==> config.mk <==
export PLATFORM = sky130hd
export DESIGN_NAME = row_slider_flat
export DESIGN_NICKNAME = d
export VERILOG_FILES = /design/src/rtl/row_slider_if.sv /design/src/rtl/row_slider.sv /design/src/flat_wrapper.sv
export SDC_FILE = /design/constraint.sdc
export NUM_CORES = 1
export LEC_CHECK = 0
export CORE_UTILIZATION = 45
export DETAILED_ROUTE_END_ITERATION = 10
export GPL_TIMING_DRIVEN = 0
export PLACE_DENSITY_LB_ADDON = 0.08
export SYNTH_ARGS = -nofsm -noshare
export SYNTH_HDL_FRONTEND = slang
export SYNTH_SLANG_ARGS = --single-unit
==> constraint.sdc <==
create_clock -name clk -period 10.5 [get_ports clk]
set_input_delay 1.575 -clock clk [delete_from_list [all_inputs] [get_ports clk]]
set_output_delay 1.575 -clock clk [all_outputs]
set_load 0.005 [all_outputs]
==> src/rtl/row_slider_if.sv <==
// row_slider_if: player/controller-facing signal bundle of the sliding-row block.
//   speed       : level speed from the level/speed controller (0 behaves as 1)
//   drop        : one-cycle drop request from the debounced player button
//   go          : one-cycle pulse, judgment complete
//   next_signal : result of the last judgment (1 = success), held until the next one
//   fail        : one-cycle pulse on a miss, coincident with go
//   x_pos       : left cell of the moving row
//   width       : width of the moving row
//   row         : index of the moving row, 0 = bottom
// master = controller/renderer side, slave = row_slider.
interface row_slider_if;
    logic [3:0] speed;
    logic       drop;
    logic       go;
    logic       next_signal;
    logic       fail;
    logic [4:0] x_pos;
    logic [4:0] width;
    logic [4:0] row;

    modport master (
        output speed, drop,
        input  go, next_signal, fail, x_pos, width, row
    );

    modport slave (
        input  speed, drop,
        output go, next_signal, fail, x_pos, width, row
    );
endinterface

==> src/rtl/row_slider.sv <==
// row_slider: slides the current stacker row left/right at a speed-dependent
// rate and, on each player drop, judges its overlap with the previously placed
// row, issuing the go/next_signal pair to the level controller.
//
// Ports:
//   clk    : system clock
//   resetn : synchronous active-low reset
//   bus    : row_slider_if.slave (speed, drop in; go, next_signal, fail,
//            x_pos, width, row out)
//
// Optional build macro: ROW_SLIDER_PERFECT_EN
//   defined   - an exact alignment above row 0 grows the row by one cell
//               (capped at COLS), pulled left if it would overhang the field
//   undefined - exact alignment is an ordinary success keeping its width
//
// state  | meaning
// -------+----------------------------------------------------------
// SLIDE  | row moves one cell per divider tick; drops are accepted
// JUDGE  | overlap of the captured row with the placed row computed
// ISSUE  | go/next_signal/fail issued, row state updated
module row_slider #(
    parameter int unsigned COLS     = 16,
    parameter int unsigned START_W  = 4,
    parameter int unsigned ROWS     = 15,
    parameter int unsigned BASE_DIV = 500000
) (
    input  logic        clk,
    input  logic        resetn,
    row_slider_if.slave bus
);
    localparam logic [4:0]  COLS_W5  = 5'(COLS);
    localparam logic [5:0]  COLS_W6  = 6'(COLS);
    localparam logic [4:0]  START_W5 = 5'(START_W);
    localparam logic [4:0]  LAST_ROW = 5'(ROWS - 1);
    localparam logic [31:0] BASE_W32 = 32'(BASE_DIV);

    typedef enum logic [1:0] {SLIDE, JUDGE, ISSUE} state_t;

    state_t      state;
    logic [31:0] div_rem;
    logic [4:0]  x_pos_q, width_q, row_q;
    logic [4:0]  x_hold, w_hold;
    logic [4:0]  px, pw;
    logic [4:0]  ov_x_q, ov_w_q;
    logic        ok_q;
    logic        dir_left;
    logic        go_q, next_q, fail_q;

    // Rate divider: a down-counter whose value 0 marks the start of a period.
    // The period length is taken from speed only at that point, so a speed
    // change lands on the next period boundary.
    logic [3:0]  spd_eff;
    logic [31:0] period_new;
    logic [31:0] div_cur;
    logic        tick;

    assign spd_eff    = (bus.speed == 4'd0) ? 4'd1 : bus.speed;
    assign period_new = BASE_W32 * (32'd16 - {28'd0, spd_eff});
    assign div_cur    = (div_rem == 32'd0) ? period_new : div_rem;
    assign tick       = (div_cur == 32'd1);

    // Next position of the sliding row (bounce at both walls).
    logic [5:0] right_edge;
    logic [4:0] x_next;
    logic       dir_next;

    assign right_edge = {1'b0, x_pos_q} + {1'b0, width_q};

    always_comb begin
        x_next   = x_pos_q;
        dir_next = dir_left;
        if (width_q != COLS_W5) begin
            if (!dir_left) begin
                if (right_edge == COLS_W6) begin
                    dir_next = 1'b1;
                    x_next   = x_pos_q - 5'd1;
                end else begin
                    x_next = x_pos_q + 5'd1;
                end
            end else begin
                if (x_pos_q == 5'd0) begin
                    dir_next = 1'b0;
                    x_next   = x_pos_q + 5'd1;
                end else begin
                    x_next = x_pos_q - 5'd1;
                end
            end
        end
    end

    // Overlap of the captured row [x, x+w) with the placed row [px, px+pw).
    logic [5:0] a_lo, a_hi, b_lo, b_hi, lo, hi;
    logic [4:0] j_ovx, j_ovw;
`ifdef ROW_SLIDER_PERFECT_EN
    logic [5:0] grown_w;
`endif

    always_comb begin
        a_lo  = {1'b0, x_hold};
        a_hi  = a_lo + {1'b0, w_hold};
        b_lo  = {1'b0, px};
        b_hi  = b_lo + {1'b0, pw};
        lo    = (a_lo > b_lo) ? a_lo : b_lo;
        hi    = (a_hi < b_hi) ? a_hi : b_hi;
        j_ovx = lo[4:0];
        j_ovw = (hi > lo) ? 5'(hi - lo) : 5'd0;
`ifdef ROW_SLIDER_PERFECT_EN
        grown_w = ({1'b0, pw} + 6'd1 > COLS_W6) ? COLS_W6 : {1'b0, pw} + 6'd1;
`endif
        if (row_q == 5'd0) begin
            // Bottom row sits on the floor: always a full success.
            j_ovx = x_hold;
            j_ovw = w_hold;
        end
`ifdef ROW_SLIDER_PERFECT_EN
        else if (x_hold == px && w_hold == pw) begin
            j_ovw = grown_w[4:0];
            j_ovx = (b_lo + grown_w > COLS_W6) ? 5'(COLS_W6 - grown_w) : px;
        end
`endif
    end

    always_ff @(posedge clk) begin
        if (!resetn) begin
            state    <= SLIDE;
            div_rem  <= 32'd0;
            x_pos_q  <= 5'd0;
            width_q  <= START_W5;
            row_q    <= 5'd0;
            x_hold   <= 5'd0;
            w_hold   <= 5'd0;
            px       <= 5'd0;
            pw       <= COLS_W5;
            ov_x_q   <= 5'd0;
            ov_w_q   <= 5'd0;
            ok_q     <= 1'b0;
            dir_left <= 1'b0;
            go_q     <= 1'b0;
            next_q   <= 1'b0;
            fail_q   <= 1'b0;
        end else begin
            go_q   <= 1'b0;
            fail_q <= 1'b0;
            unique case (state)
                SLIDE: begin
                    if (bus.drop) begin
                        // Drop wins over a coincident tick: the pre-tick
                        // position is what gets judged.
                        x_hold <= x_pos_q;
                        w_hold <= width_q;
                        state  <= JUDGE;
                    end else begin
                        div_rem <= tick ? 32'd0 : div_cur - 32'd1;
                        if (tick) begin
                            x_pos_q  <= x_next;
                            dir_left <= dir_next;
                        end
                    end
                end
                JUDGE: begin
                    ov_x_q <= j_ovx;
                    ov_w_q <= j_ovw;
                    ok_q   <= (j_ovw != 5'd0);
                    state  <= ISSUE;
                end
                ISSUE: begin
                    go_q     <= 1'b1;
                    next_q   <= ok_q;
                    x_pos_q  <= 5'd0;
                    dir_left <= 1'b0;
                    div_rem  <= 32'd0;
                    if (ok_q) begin
                        px <= ov_x_q;
                        pw <= ov_w_q;
                        if (row_q == LAST_ROW) begin
                            row_q   <= 5'd0;
                            width_q <= START_W5;
                        end else begin
                            row_q   <= row_q + 5'd1;
                            width_q <= ov_w_q;
                        end
                    end else begin
                        fail_q  <= 1'b1;
                        row_q   <= 5'd0;
                        width_q <= START_W5;
                    end
                    state <= SLIDE;
                end
                default: state <= SLIDE;
            endcase
        end
    end

    assign bus.go          = go_q;
    assign bus.next_signal = next_q;
    assign bus.fail        = fail_q;
    assign bus.x_pos       = x_pos_q;
    assign bus.width       = width_q;
    assign bus.row         = row_q;
endmodule
==> src/flat_wrapper.sv <==
// flat-port wrapper written by rule: the top's interface ports become plain ports
module row_slider_flat 
#(
    parameter int unsigned COLS     = 16,
    parameter int unsigned START_W  = 4,
    parameter int unsigned ROWS     = 15,
    parameter int unsigned BASE_DIV = 500000
)
  (clk, resetn, bus_speed, bus_drop, bus_go, bus_next_signal, bus_fail, bus_x_pos, bus_width, bus_row);
  row_slider_if bus_i ();
  input  logic clk;
  input  logic resetn;
  input wire logic [$bits(bus_i.speed)-1:0] bus_speed;
  input wire logic [$bits(bus_i.drop)-1:0] bus_drop;
  output wire logic [$bits(bus_i.go)-1:0] bus_go;
  output wire logic [$bits(bus_i.next_signal)-1:0] bus_next_signal;
  output wire logic [$bits(bus_i.fail)-1:0] bus_fail;
  output wire logic [$bits(bus_i.x_pos)-1:0] bus_x_pos;
  output wire logic [$bits(bus_i.width)-1:0] bus_width;
  output wire logic [$bits(bus_i.row)-1:0] bus_row;
  assign bus_i.speed = bus_speed;
  assign bus_i.drop = bus_drop;
  assign bus_go = bus_i.go;
  assign bus_next_signal = bus_i.next_signal;
  assign bus_fail = bus_i.fail;
  assign bus_x_pos = bus_i.x_pos;
  assign bus_width = bus_i.width;
  assign bus_row = bus_i.row;
  row_slider #(.COLS(COLS), .START_W(START_W), .ROWS(ROWS), .BASE_DIV(BASE_DIV)) u_core (.clk(clk), .resetn(resetn), .bus(bus_i));
endmodule
==> load_flow_metrics.sql <==
INSERT INTO impl_metrics (metric_group, metric, value, unit) VALUES
('worst_setup_path', 'r2r_end', 'u_core.ov_w_q[4]$_SDFFE_PN0N_', ''),
('global_route', 'grt_pass1_vias', '6114', ''),
('hold_path', 'worstHoldStart', 'u_core.div_rem[31]$_SDFFE_PN0P_', ''),
('routing', 'postRouteWirelength', '19.2', 'mm'),
('worst_setup_path', 'crit_type', 'input pin to register', ''),
('sta', 'final.hold.worst_slack', '0.438', 'ns'),
('global_route', 'grt_usage', '27.2', '%'),
('cells_and_area', 'multi_input_area', '4470', 'sq um'),
('cts', 'clock_path_buffers', '2', ''),
('floorplan', 'dieArea', '14800', 'sq um'),
('power', 'leakagePower', '0.00293', 'uW'),
('logic_synthesis', 'synth_edf_count', '0', ''),
('logic_synthesis', 'synth_mux_area_share', '2.52', '%'),
('power', 'ir_worst_vdd', '0.127', 'mV'),
('cts', 'cts_htree_levels', '3', ''),
('routing', 'drtIter0Drc', '454', ''),
('placement', 'gp_congestion', '0.928', ''),
('sta', 'slew_headroom', '9.19', '%'),
('placement', 'placed_cells_incl_taps', '1016', ''),
('worst_setup_path', 'arrival', '10.13', 'ns'),
('logic_synthesis', 'synth-warning-count', '0', ''),
('logic_synthesis', 'synth_fp_nets', '903', ''),
('sta', 'skew', '0.00436', 'ns'),
('power', 'report.power.total', '1690', 'uW'),
('logic_synthesis', 'async_flop_share', '0', '%'),
('placement', 'port_buffers', '24', ''),
('sta', 'peak_freq', '101', 'MHz'),
('logic_synthesis', 'syn-mean-instance-area', '7.95', 'sq um'),
('logic_synthesis', 'synth_xor_xnor_area_share', '4.07', '%'),
('job', 'max_cap_viol_count', '0', ''),
('logic_synthesis', 'synth_cells', '812', ''),
('worst_setup_path', 'timing.critical_path.fanout_max', '10', ''),
('power', 'p_per_area', '236', 'nW/um^2'),
('cts', 'clock_tree_from_tritoncts', 'done', ''),
('global_route', 'global_route_wire_length_before_repair', '31.2', 'mm'),
('run_status', 'outcome', 'complete, no violations', ''),
('sta', 'hold_violations', '0', ''),
('global_route', 'antenna_found_initial', '0', ''),
('logic_synthesis', 'synth.ff_latch_count', '84', ''),
('floorplan', 'die_y', '122', 'um'),
('floorplan', 'core_area', '13900', 'sq um'),
('cts', 'clock-sinks', '84', ''),
('cts', 'cts.clk_slew.worst_paths', '0.06', 'ns'),
('logic_synthesis', 'postSynth.topFlopCell', 'sky130_fd_sc_hd__dfxtp_1', ''),
('routing', 'drcViolationCount', '0', ''),
('worst_setup_path', 'timing.critical_path.required', '10.72', 'ns'),
('sta', 'rsz_0062_raised_after_global_routing', 'false', ''),
('worst_setup_path', 'worstReg2RegStart', 'u_core.w_hold[0]$_SDFFE_PN0P_', ''),
('hold_path', 'timing.hold.worst.class', 'register to register', ''),
('floorplan', 'floorplan.die.width', '122', 'um'),
('cells_and_area', 'layout.cells.non_filler', '1030', ''),
('cells_and_area', 'ff_latch_area', '1680', 'sq um'),
('cells_and_area', 'layout.nets', '938', ''),
('cts', 'clock_insertion_delay_at_the_later_pin_of_the_skew_report', '0.34', 'ns'),
('floorplan', 'initial_utilization', '46.3', '%'),
('worst_setup_path', 'cp_slowest_stage_delay', '0.73', 'ns'),
('routing', 'number_of_vias_after_detailed_routing', '6220', ''),
('logic_synthesis', 'adder_cell_fraction_of_synth_area', '17.7', '%'),
('sta', 'final.period_utilization', '94.4', '%'),
('routing', 'drt_first_pass_iters', '5', ''),
('floorplan', 'ioPinCount', '25', ''),
('sta', 'finalSetupTns', '0', 'ns'),
('sta', 'drv_slew', '0', ''),
('worst_setup_path', 'timing.reg2reg.worst_path_depth', '21', ''),
('cells_and_area', 'final_layout_size_suffix_gt1_share', '4.35', '%'),
('cells_and_area', 'layout.filler_cells', '1363', ''),
('worst_setup_path', 'r2r_setup_slack', '5.26', 'ns'),
('floorplan', 'num_rows', '43', ''),
('global_route', 'largest_net_degree_at_the_start_of_global_routing', '14', ''),
('hold_path', 'worst_hold_path.num_cells', '2', ''),
('logic_synthesis', 'synth_top_family_by_area', 'simple AND/OR/NAND/NOR gates', '');
-- metrics by stage --
| stage | util [%] | instance area (sq um) | worst slack (ns) |
|---|---|---|---|
| global route | 51.6 | 7190 | 0.101 |
| global placement | 49.6 | 6920 | -0.152 |
| floorplan | - | 6450 | 2.28 |
| CTS | 51.5 | 7180 | 0.154 |
| detailed placement | 49.6 | 6920 | -0.151 |
| finish | 51.6 | 7190 | 0.587 |
-- cell families after synthesis --
kind of cell    after synthesis
xor+xnor                     30
buf+inv                      80
fa+ha+maj                    84
simple gates                292
flops                        84
mux                          16
compound gates              226
-- repair_timing --
action                     4_1_cts  5_1_grt
resized for setup                0        2
setup endpoints to repair        0       29
setup buffers                    0        0
-- placed cells by master (no fill, tap or decap), drive strengths merged, types with 7 or more instances in the layout --
master         synthesis  final
xor2                  12     12
a31oi                 11     11
ha                    72     72
nor2                  58     58
nor3                  21     21
fa                    12     12
nor4                  13     13
or3                   12     12
nand2                106    106
clkdlybuf4s50          0     24
dfxtp                 84     84
nand3                 16     16
xnor2                 18     18
o31ai                  7      7
a22oi                 15     15
a21oi                 72     72
inv                   43     44
and2                   8      8
o21ai                 48     48
clkbuf                31     41
mux2i                 14     14
nand2b                12     12
a21o                  15     15
nand4                 10     10
-- synth_stat cells, types with 15 or more instances --
cell type / number / area [sq um]
sky130_fd_sc_hd__a21o_1: 15 / 113
sky130_fd_sc_hd__o21ai_0: 46 / 230
sky130_fd_sc_hd__ha_1: 72 / 901
sky130_fd_sc_hd__clkbuf_1: 31 / 116
sky130_fd_sc_hd__a22oi_1: 15 / 113
sky130_fd_sc_hd__nand2_1: 106 / 398
sky130_fd_sc_hd__nor2_1: 58 / 218
sky130_fd_sc_hd__a21oi_1: 72 / 360
sky130_fd_sc_hd__inv_1: 43 / 161
sky130_fd_sc_hd__xnor2_1: 18 / 158
sky130_fd_sc_hd__dfxtp_1: 84 / 1680
sky130_fd_sc_hd__nor3_1: 20 / 100
sky130_fd_sc_hd__nand3_1: 16 / 80.1
-- layer usage --
metal	share of wire [%]	global-route usage, %	wire length (um)	vias to the layer above
li1	-	-	-	2998
met1	42	33.1	8140	2967
met2	49	46.7	9410	206
met3	5.3	4.92	1010	49
met4	3.2	11.2	612	0
met5	0	0	0	-
-- state kept, by name, summed over array words and instances, names as in the netlist, 2 cells and up --
register	cells
u_core.px	5
u_core.div_rem	32
u_core.ov_x_q	5
u_core.x_hold	5
u_core.bus.x_pos	5
u_core.bus.row	5
u_core.state	2
u_core.w_hold	5
u_core.bus.width	5
u_core.ov_w_q	5
u_core.pw	5
-- how the worst max path moves through the flow --
stage	to	from	cells past startpoint	slack [ns]
3_5_place_dp	u_core.div_rem[13]$_SDFFE_PN0P_	bus_speed[3]	26	-0.15
2_1_floorplan	u_core.div_rem[13]$_SDFFE_PN0P_	bus_speed[3]	25	2.28
6_report	u_core.div_rem[13]$_SDFFE_PN0P_	bus_speed[3]	26	0.59
4_1_cts	u_core.div_rem[13]$_SDFFE_PN0P_	bus_speed[3]	26	0.15
5_1_grt	u_core.div_rem[13]$_SDFFE_PN0P_	bus_speed[3]	26	0.10
3_3_place_gp	u_core.div_rem[13]$_SDFFE_PN0P_	bus_speed[3]	26	-0.15
-- final cells by class --
class	count	share of cell area [%]
Inverter	43	2.24
Multi-Input combinational cell	648	62.2
Clock inverter	4	0.365
Tap cell	180	3.13
Clock buffer	10	3.32
Sequential cell	84	23.4
Timing Repair Buffer	24	3.34
Buffer	37	2.00
-- where the power goes --
part	internal [uW]	leakage, uW	switching, uW	total (uW)
registers	359	0.000681	54.1	413
clock network	164	0.000131	133	297
logic	352	0.00212	633	985
total	875	0.00293	819	1690
-- worst max-delay path: cells and delay by family --
family                   cells  cell delay [ns]
adder cells (fa/ha/maj)      6             1.94
XOR/XNOR                     1             0.16
AND/OR/NAND/NOR              7             2.09
AO/OA/AOI/OAI                6             2.30
buffers and inverters        6             2.04
(Power assumes the default switching activity.)
